[config.mk]
export PLATFORM = sky130hd
export DESIGN_NAME = mem_access_unit
export DESIGN_NICKNAME = d
export VERILOG_FILES = /design/src/rtl/mem_access_pkg.sv /design/src/rtl/addr_gen.sv /design/src/rtl/mem_access_unit.sv
export SDC_FILE = /design/constraint.sdc
export NUM_CORES = 1
export LEC_CHECK = 0
export CORE_ASPECT_RATIO = 0.8
export CORE_MARGIN = 2
export CORE_UTILIZATION = 55
export DETAILED_ROUTE_END_ITERATION = 8
export DONT_BUFFER_PORTS = 1
export GPL_ROUTABILITY_DRIVEN = 0
export PLACE_DENSITY_LB_ADDON = 0.1
export SLEW_MARGIN = 10
export SYNTH_ARGS = -nofsm -noshare
export SYNTH_HDL_FRONTEND = slang
export SYNTH_SLANG_ARGS = --single-unit
[constraint.sdc]
create_clock -name clk -period 3.1 [get_ports clk]
set_input_delay 0.465 -clock clk [delete_from_list [all_inputs] [get_ports clk]]
set_output_delay 0.465 -clock clk [all_outputs]
set_load 0.03 [all_outputs]
[src/rtl/mem_access_pkg.sv]
// Shared definitions for the load/store unit: FSM state encodings and data-memory geometry.
package mem_access_pkg;

  localparam int MEM_DEPTH = 1024;
  localparam int IDX_W     = 10;

  typedef enum logic [2:0] {
    IDLE     = 3'd0,
    WR       = 3'd1,
    RD_ISSUE = 3'd2,
    RD_CAPT  = 3'd3,
    RESP     = 3'd4
  } state_t;

endpackage

[src/rtl/addr_gen.sv]
// Effective-address adder plus range compare against MEM_DEPTH.
// The range compare exists only when BOUNDS_CHECK_EN is defined; otherwise nothing is ever out of range.
module addr_gen
  import mem_access_pkg::*;
(
  input  logic [31:0]        base,
  input  logic signed [31:0] offset,
  output logic [31:0]        eff_addr,
  output logic               out_of_range
);

  // Two's-complement add: a negative offset wraps modulo 2^32.
  assign eff_addr = base + $unsigned(offset);

`ifdef BOUNDS_CHECK_EN
  assign out_of_range = (eff_addr >= 32'(MEM_DEPTH));
`else
  assign out_of_range = 1'b0;
`endif

endmodule

[src/rtl/mem_access_unit.sv]
// Single-outstanding load/store unit driving a registered-read data memory, with saturating
// completion counters. Optional bounds checking is selected by BOUNDS_CHECK_EN (in addr_gen).
module mem_access_unit
  import mem_access_pkg::*;
#(
  parameter logic [15:0] CNT_MAX = 16'hFFFF
) (
  input  logic               clk,
  input  logic               rst,
  input  logic               req_valid,
  output logic               req_ready,
  input  logic               req_we,
  input  logic [31:0]        req_base,
  input  logic signed [31:0] req_offset,
  input  logic [31:0]        req_wdata,
  output logic               resp_valid,
  output logic signed [31:0] resp_data,
  output logic               fault,
  output logic [31:0]        mem_addr,
  output logic [31:0]        mem_wrData,
  output logic               mem_wrMem,
  output logic               mem_rdMem,
  input  logic [31:0]        mem_rdData,
  output logic [15:0]        ld_count,
  output logic [15:0]        st_count
);

  state_t      state;
  logic [31:0] eff_addr;
  logic        oob;
  logic        flt_q;

  function automatic logic [15:0] sat_inc(input logic [15:0] v);
    return (v >= CNT_MAX) ? v : v + 16'd1;
  endfunction

  addr_gen u_addr_gen (
    .base         (req_base),
    .offset       (req_offset),
    .eff_addr     (eff_addr),
    .out_of_range (oob)
  );

  // Gated by rst so the unit is ready in the very first cycle after reset is released.
  assign req_ready = (state == IDLE) && !rst;

  always_ff @(posedge clk) begin
    if (rst) begin
      state      <= IDLE;
      flt_q      <= 1'b0;
      resp_valid <= 1'b0;
      resp_data  <= '0;
      fault      <= 1'b0;
      mem_addr   <= '0;
      mem_wrData <= '0;
      mem_wrMem  <= 1'b0;
      mem_rdMem  <= 1'b0;
      ld_count   <= '0;
      st_count   <= '0;
    end else begin
      case (state)
        IDLE: begin
          if (req_valid) begin
            mem_addr   <= eff_addr;
            mem_wrData <= req_wdata;
            flt_q      <= oob;
            if (req_we) begin
              state     <= WR;
              mem_wrMem <= !oob;
              fault     <= oob;
            end else begin
              state     <= RD_ISSUE;
              mem_rdMem <= !oob;
            end
          end
        end
        WR: begin
          mem_wrMem <= 1'b0;
          fault     <= 1'b0;
          if (!flt_q) st_count <= sat_inc(st_count);
          state     <= IDLE;
        end
        RD_ISSUE: begin
          mem_rdMem <= 1'b0;
          state     <= RD_CAPT;
        end
        RD_CAPT: begin
          // A faulting load never touched memory, so return zero instead of stale read data.
          resp_data  <= flt_q ? '0 : $signed(mem_rdData);
          resp_valid <= 1'b1;
          fault      <= flt_q;
          state      <= RESP;
        end
        RESP: begin
          resp_valid <= 1'b0;
          fault      <= 1'b0;
          ld_count   <= sat_inc(ld_count);
          state      <= IDLE;
        end
        default: state <= IDLE;
      endcase
    end
  end

endmodule

# Word-level counts from Yosys, hierarchy flattened

Cells that the tools add are included.

Add/sub/neg operators: 3
Order comparisons: 2
Equal/unequal tests: 7
Muxes and demuxes: 13
Bitwise operators: 2
Reductions and logical operators: 15

Operators by type and width:

| operator                | count |
|---|---|
| $add A16 B1 Y16 const B | 2 |
| $add A32 B32 Y32        | 1 |
| $ge A16 B16 Y1 const B  | 2 |
| $pmux W3 S3             | 1 |
| $reduce_and A3 Y1       | 3 |
| $pmux W1 S2             | 4 |
| $eq A3 B2 Y1 const B    | 2 |
| $mux W1                 | 6 |
| $ne A2 B2 Y1 const B    | 3 |
| $reduce_and A2 Y1       | 3 |
| $reduce_bool A2 Y1      | 3 |
| $eq A3 B1 Y1 const B    | 1 |
| $eq A3 B3 Y1 const B    | 1 |
| $logic_not A3 Y1        | 1 |
| $mux W3                 | 1 |
| $reduce_bool A3 Y1      | 1 |
| $reduce_or A3 Y1        | 1 |
| $mux W2                 | 1 |
| $not A1 Y1              | 2 |
| $reduce_or A2 Y1        | 1 |
| $logic_and A1 B1 Y1     | 1 |
| $logic_not A1 Y1        | 1 |

Flip-flop bits (word level): 135
Bits of input ports: 132
Output and inout port bits: 133
Word-level logic and storage cells: 52

# Depth between registers and ports, before layout

Gate-level depths: netlist of run 1.

Depth after elaboration: 4
Mapped depth: 9
Gate-level depth less buffers: 9

# Modules after synthesis

A second synthesis of run 1 with hierarchy kept.

Cell total of the unflattened synthesis: 818
Area total of the unflattened synthesis: 6,757.7 um2

Modules (own cells, without submodules):

| module          | times used | cells an instance | area each (um2) | seq. area each (um2) |
|---|---|---|---|---|
| mem_access_unit | 1          | 575               | 5,002.3         | 2,722.6 |
| addr_gen        | 1          | 243               | 1,755.4         | 0.0 |

# Worst setup path after synthesis of run 1

Ideal clock, no wire load.

Path kind: input to register
Start point: input req_base[2]
End point: register mem_addr[25]
Library setup time: 122 ps
Data arrival time: 2,530 ps
Data required time: 2,978 ps
Slack: 449 ps
Stages on the path: 8
Path buffers: 0
Cell sequence: ha_1 o21a_2 a21oi_2 a2111o_1 a2111o_1 and3_4 o2111a_1 a221o_1

Word-level cells in the longest chain between the ends: 1

Ends and longest elaborated chain:

| what                 | line                  | source |
|---|---|---|
| start, declared      | mem_access_unit.sv:13 | `input logic [31:0] req_base,` |
| $add A32 B32 Y32     | addr_gen.sv:13        | `assign eff_addr = base + $unsigned(offset);` |
| end signal, assigned | mem_access_unit.sv:64 | `mem_addr <= eff_addr;` |
| end, declared        | mem_access_unit.sv:19 | `output logic [31:0] mem_addr,` |

No other way between the ends.
A chain may end at the register's enable or synchronous reset.

# Worst setup path after layout of run 1

Start point: input req_base[0]
End point: register mem_addr[30]

Same word-level chain as after synthesis.

==> key figures, run 1 <==
Status
  • Run status: complete, no violations

Run
  • MaxCap Viol Count: 0

Cells and area
  • Post-Route Utilization: a little over three fifths
  • Commonest non-fill, non-tap cell in the layout: nand2_1
  • Storage cell area: between 0.002 and 0.003 mm²
  • Most frequent cells in the layout: nand2_1 (197), dfxtp_1 (134), a21oi_1 (109)
  • Multi-input gate area: about 0.0037 mm²
  • Final Cell Area: 0.007351 mm²
  • Layout cell share with drive strength beyond 1: 6.494%
  • Filler cell count: around 1000
  • Ant. Diodes: 0
  • Synth-to-Final Area Change: 10.70%
  • Nets: 1000

Clock network
  • Root buffer cell: clkbuf_16
  • Clock H-tree levels: 4
  • CTS clk-pin slew, worst paths: roughly 60 ps
  • Clock buffer depth: 2
  • CTS Hold Bufs: 0
  • Clk Latency, worst-skew pair: 410 ps
  • Setup Fix Bufs, Post-CTS: 0
  • Clock sinks: between 100 and 150
  • CTS tree: yes
  • TritonCTS buffer count: 17
  • Post-CTS Resized: 0

Logic synthesis
  • Mapped Nets: between 1000 and 1500
  • Adder-cell share of the synthesized area: 6.520%
  • Yosys warning total: 0
  • Post-Synthesis Cells: roughly 840
  • EDFF count, synth: 0
  • Mux cell area share after synthesis: less than 1%
  • Synthesized area: roughly 0.0066 mm²
  • Ys flop type: dfxtp_1
  • FFs w/ async S/R, synth: 0%
  • Synthesized area per cell: 7.867 µm²
  • Synth Area in Simple Gates: between 20% and 30%
  • Synthesized flop and latch total: around 130
  • Compound-Gate Fraction of Synth Area: slightly below 20%
  • Yosys cell types: between 60 and 70
  • Xor/xnor cell area share of the yosys netlist: under 10%
  • Register area share after synthesis: around two fifths
  • Main combinational cell family by area after synthesis: simple AND/OR/NAND/NOR gates

Route
  • Per-cell routed wire length: between 15 and 20 µm
  • Starting DRT DRC Count: 362
  • Detail-routed via count per cell: around 6.0
  • Antenna-violating nets left: 0
  • Pre-Repair DR Iteration Count: 5
  • DR vias: between 5000 and 6000
  • Drc violations: 0
  • Final wirelength: approximately 18 mm

Worst setup path
  • Worst Path Required: ~3400 ps
  • Worst EP arrival: between 2000 and 3000 ps
  • CP Max Fanout: 5
  • CP endpoint kind: flop
  • Critical setup path kind: input pin to flop
  • Setup crit start kind: input pin
  • Worst-case reg-to-reg path depth: 7
  • Reg-to-reg setup timing slack: around 620 ps

Power
  • Pleak: about 2.8 nW
  • Power per cell area: 641.8 mW/mm²
  • Total Power: roughly 0.0047 W
  • Worst vdd ir: 0.4625 mV

Floorplan
  • DIE AREA: between 0.01 and 0.015 mm²
  • Number of core rows: 35
  • Die W: around 130 µm
  • I/O pin count: 265
  • Die H: 102.3 µm
  • Initial Util: between 50% and 60%
  • Core area: about 0.012 mm²

STA
  • Fin crit share: around 84%
  • Setup Skew: 10.15 ps
  • Slew HR: between 40% and 50%
  • Worst-margin pin slew: between 700 and 800 ps
  • Min Tclk post-route: about 2600 ps
  • Slew Limit Fails: 0
  • Max Freq: 382.9 MHz
  • Final setup viols: 0
  • Fin. Hold Viols: 0
  • Post-route setup TNS: 0 ps
  • RSZ-0062 raised after global routing: false

Min path
  • Worst min path class: input pin to flop
  • Hold Path Depth: 1

Global route
  • Global-route wire length before repair: 27.90 mm
  • Largest net degree at the start of global routing: 126
  • Initial antenna violation count: 0
  • GRT Total Usage: 26.91%
  • Vias in the first global route: approximately 5500
  • Grt ovf: 0

Placement
  • Placed cell area: roughly 0.0067 mm²
  • IO buf count: 0
  • Hpwl dp: approximately 13 mm
-- Yosys cell counts, drive strengths merged, types with 5 or more instances --
cell type / number / area [µm²]
dfxtp: 134 / 2683
nor3b: 5 / 37.54
a21o: 12 / 92.59
ha: 33 / 412.9
nand3b: 5 / 41.29
nor2: 78 / 292.8
nand4: 13 / 81.33
clkbuf: 37 / 150.1
o211ai: 6 / 45.04
inv: 11 / 41.29
xor2: 30 / 262.8
o21a: 8 / 61.31
o21ai: 35 / 175.2
a21oi: 110 / 554.3
nand2: 197 / 739.5
a211oi: 12 / 90.09
nand3: 21 / 105.1
xnor2: 19 / 166.4
nor3: 12 / 60.06
-- cells by family after synthesis --
kind of cell | Yosys count
adder cells (fa/ha/maj) | 34
buffers and inverters | 52
AND/OR/NAND/NOR | 358
flip-flops | 134
AO/OA/AOI/OAI | 214
XOR/XNOR | 49
other | 1
multiplexers | 2
-- through the flow --
stage	hold slack (ps)	instances	setup slack, ps
after global placement	545.4	963	220.6
final	133.2	995	488.4
after CTS	104.4	995	568.0
after global routing	106.3	995	335.8
after floorplan	579.9	844	448.6
after detailed placement	546.6	963	122.7
-- critical path, cell delays in order --
cell      delay (ps)
ha_1             230
fa_1             450
a211oi_1         310
o21ai_0          170
a22oi_1          410
o211ai_1         260
a41oi_1          300
xor2_1           180
o21ai_0          100
-- per-layer routing --
layer  wire length, µm  vias up  part of all wire, %  track usage (%)
met5                 0        -                    0                0
met4               344        0                  1.9            9.552
met3              1705       31                  9.3            8.743
met2              8803      263                   48            44.87
met1              7550     2785                   41            33.12
li1                  -     2890                    -                -
-- area by class of cell --
cell class	instances	share of cell area (%)
clock buffers	19	6.026
clock inverters	13	2.298
inverters	11	0.5617
multi-input cells	658	50.88
flip-flops and latches	134	36.49
well taps	148	2.519
repair buffers	12	1.226
-- worst paths after layout --
check,from,endpoint
hold / removal,rst,mem_addr[20]
setup reg to reg,ld_count[11],ld_count[7]
hold reg to reg,mem_wrData[31],mem_wrData[31]
setup / recovery,req_base[0],mem_addr[30]
-- where the power goes --
| group | total, W | leakage, nW | internal, W | switching (W) |
|---|---|---|---|---|
| Sequential | 0.00205 | 1.09 | 0.00181 | 0.000244 |
| Combinational | 0.000582 | 1.40 | 0.000229 | 0.000352 |
| Clock | 0.00208 | 0.299 | 0.00130 | 0.000782 |
-- state kept, by name (all words and copies together) (netlist names) --
signal / flops
ld_count: 16
mem_addr: 32
mem_rdMem: 1
mem_wrData: 32
mem_wrMem: 1
resp_data: 32
resp_valid: 1
st_count: 16
state: 3
(Power assumes the default switching activity.)
==> inputs of run 2 (changes only) <==
Clock period 3.1 ns to 2.3 ns, I/O delays scaled along.
==> run 2 against run 1 <==
  * Register-to-register slack worse by 410 ps
  * Critical endpoint is now mem_addr[24]
  * Clock skew about the same
  * Global-route usage up 0.69 points
  * Critical path type unchanged
  * Non-clock buffer count up 57
==> key figures, run 2 (synthesis gave the netlist of run 1 again) <==
STA
  • Min Tclk post-route: about 2200 ps
  • Max Freq: 463.6 MHz
  • Setup Skew: 10.12 ps
  • Fin. Hold Viols: 0
  • RSZ-0062 raised after global routing: false
  • Final setup viols: 0
  • Slew Limit Fails: 0
  • Worst-margin pin slew: 1161 ps
  • Slew HR: between 20% and 30%
  • Final Worst Setup Slack: roughly 140 ps
  • Fin crit share: 93.78%

Route
  • Pre-Repair DR Iteration Count: 6
  • Drc violations: 0
  • Antenna-violating nets left: 0
  • Final wirelength: approximately 19 mm
  • DR vias: between 6000 and 7000
  • Per-cell routed wire length: 17.70 µm
  • Detail-routed via count per cell: between 5 and 6
  • Starting DRT DRC Count: ~500

Cells and area
  • Post-Route Utilization: roughly two thirds
  • Commonest non-fill, non-tap cell in the layout: nand2_1
  • Top Registers: mem_addr x32, mem_wrData x32, resp_data x32
  • Filler cell count: 990
  • Synth-to-Final Area Change: 18.28%
  • Nets: 1057
  • Ant. Diodes: 0
  • Most frequent cells in the layout: nand2_1 (197), dfxtp_1 (134), a21oi_1 (109)
  • Layout cell share with drive strength beyond 1: 13.61%

Min path
  • Worst Hold End: mem_addr[11]
  • Hold Path Depth: 1
  • Hold Crit Start: rst
  • Worst min path class: input pin to flop

Global route
  • Initial antenna violation count: 0
  • Global-route wire length before repair: roughly 29 mm
  • GRT Total Usage: approximately 28%
  • Grt ovf: 0
  • Vias in the first global route: roughly 5800
  • Largest net degree at the start of global routing: 99

Worst setup path
  • RR Startpoint: ld_count[11]
  • Worst EP arrival: 2450 ps
  • Worst Path Required: approximately 2600 ps
  • Worst R2R End: ld_count[9]
  • Reg-to-reg setup timing slack: approximately 210 ps
  • CP endpoint kind: flop
  • CP Launch Point: req_base[0]
  • Setup crit start kind: input pin
  • Worst-case reg-to-reg path depth: 8
  • CP Max Fanout: 5
  • Critical setup path kind: input pin to flop

Clock network
  • Clk Latency, worst-skew pair: just over 400 ps
  • CTS clk-pin slew, worst paths: roughly 60 ps
  • Clock sinks: between 100 and 150
  • TritonCTS buffer count: 17
  • Clock H-tree levels: 4
  • Root buffer cell: clkbuf_16
  • Setup Fix Bufs, Post-CTS: 0
  • CTS tree: yes
  • Clock buffer depth: 2

Floorplan
  • I/O pin count: about 270
  • DIE AREA: approximately 0.013 mm²
  • Core area: ~0.012 mm²
  • Die W: between 100 and 150 µm
  • Die H: roughly 100 µm
  • Initial Util: roughly 57%
  • Number of core rows: 35

Run
  • MaxCap Viol Count: 0

Placement
  • IO buf count: 0
  • Hpwl dp: roughly 14 mm
  • Dpl ws: -313.4 ps

Power
  • Pleak: approximately 3.1 nW
  • Total Power: approximately 0.0063 W
  • Worst vdd ir: between 0.5 and 0.6 mV
  • Power per cell area: 804.9 mW/mm²

Status
  • Run status: complete, no violations
==> run 2: cell count changes in the layout (fill, tap and decap cells not counted), moves of 2 or more <==
cell       change
buf_4         +56
bufinv_16      -2
clkinv_4       -2
ha_1           -6
ha_4           +6
inv_8          +5
==> run 2: worst max-delay path by stage <==
stage               slack, ps      endpoint
CTS                        60  ld_count[10]
global route                4  mem_addr[30]
detailed placement       -310  mem_addr[24]
floorplan                 -60  mem_addr[25]
finish                    140  mem_addr[24]
global placement         -220  mem_addr[24]
==> run 2: through the flow <==
| step | hold WS, ps | cells | instance area, µm² | TNS [ps] |
|---|---|---|---|---|
| after global placement | 423.1 | 1019 | 7251 | -1274 |
| final | 42.82 | 1052 | 7854 | 0 |
| after CTS | 3.287 | 1052 | 7843 | 0 |
| after global routing | 10.96 | 1052 | 7854 | 0 |
| after floorplan | 481.0 | 844 | 6731 | -117.2 |
| after detailed placement | 425.0 | 1019 | 7251 | -2471 |
==> run 2: metal layers <==
layer	vias to the layer above	wire length (µm)	GRT usage (%)
met4	0	397	10.90
li1	3010	-	-
met3	32	1562	9.005
met5	-	0	0
met2	248	8776	46.28
met1	2856	7885	33.31
==> run 2: critical path, cell delays in order <==
cell,delay (ps)
ha_1,210
fa_1,430
a211oi_2,260
o21ai_0,160
a22oi_2,310
o211ai_1,250
a21boi_1,220
xor2_1,160
o21ai_0,100
==> run 2: power by group <==
| part | switching, W | leakage (nW) | internal, W |
|---|---|---|---|
| combinational | 0.000503 | 1.70 | 0.000378 |
| sequential | 0.000324 | 1.09 | 0.00244 |
| clock | 0.00114 | 0.289 | 0.00154 |
| total | 0.00196 | 3.08 | 0.00436 |
==> run 2: what timing repair did <==
action                                  4_1_cts  5_1_grt
resized for setup                             0        3
hold buffers                                  1        0
endpoints found under the hold margin        28        0
endpoints found under the setup margin        0       14
==> run 2: cell type report <==
cell class | instances | area (µm²) | area share, %
Multi-Input combinational cell | 658 | 3842 | 48.92
Sequential cell | 134 | 2683 | 34.16
Tap cell | 148 | 185.2 | 2.358
Timing Repair Buffer | 69 | 520.5 | 6.627
Clock inverter | 15 | 156.4 | 1.991
Clock buffer | 17 | 425.4 | 5.417
Inverter | 11 | 41.29 | 0.5257
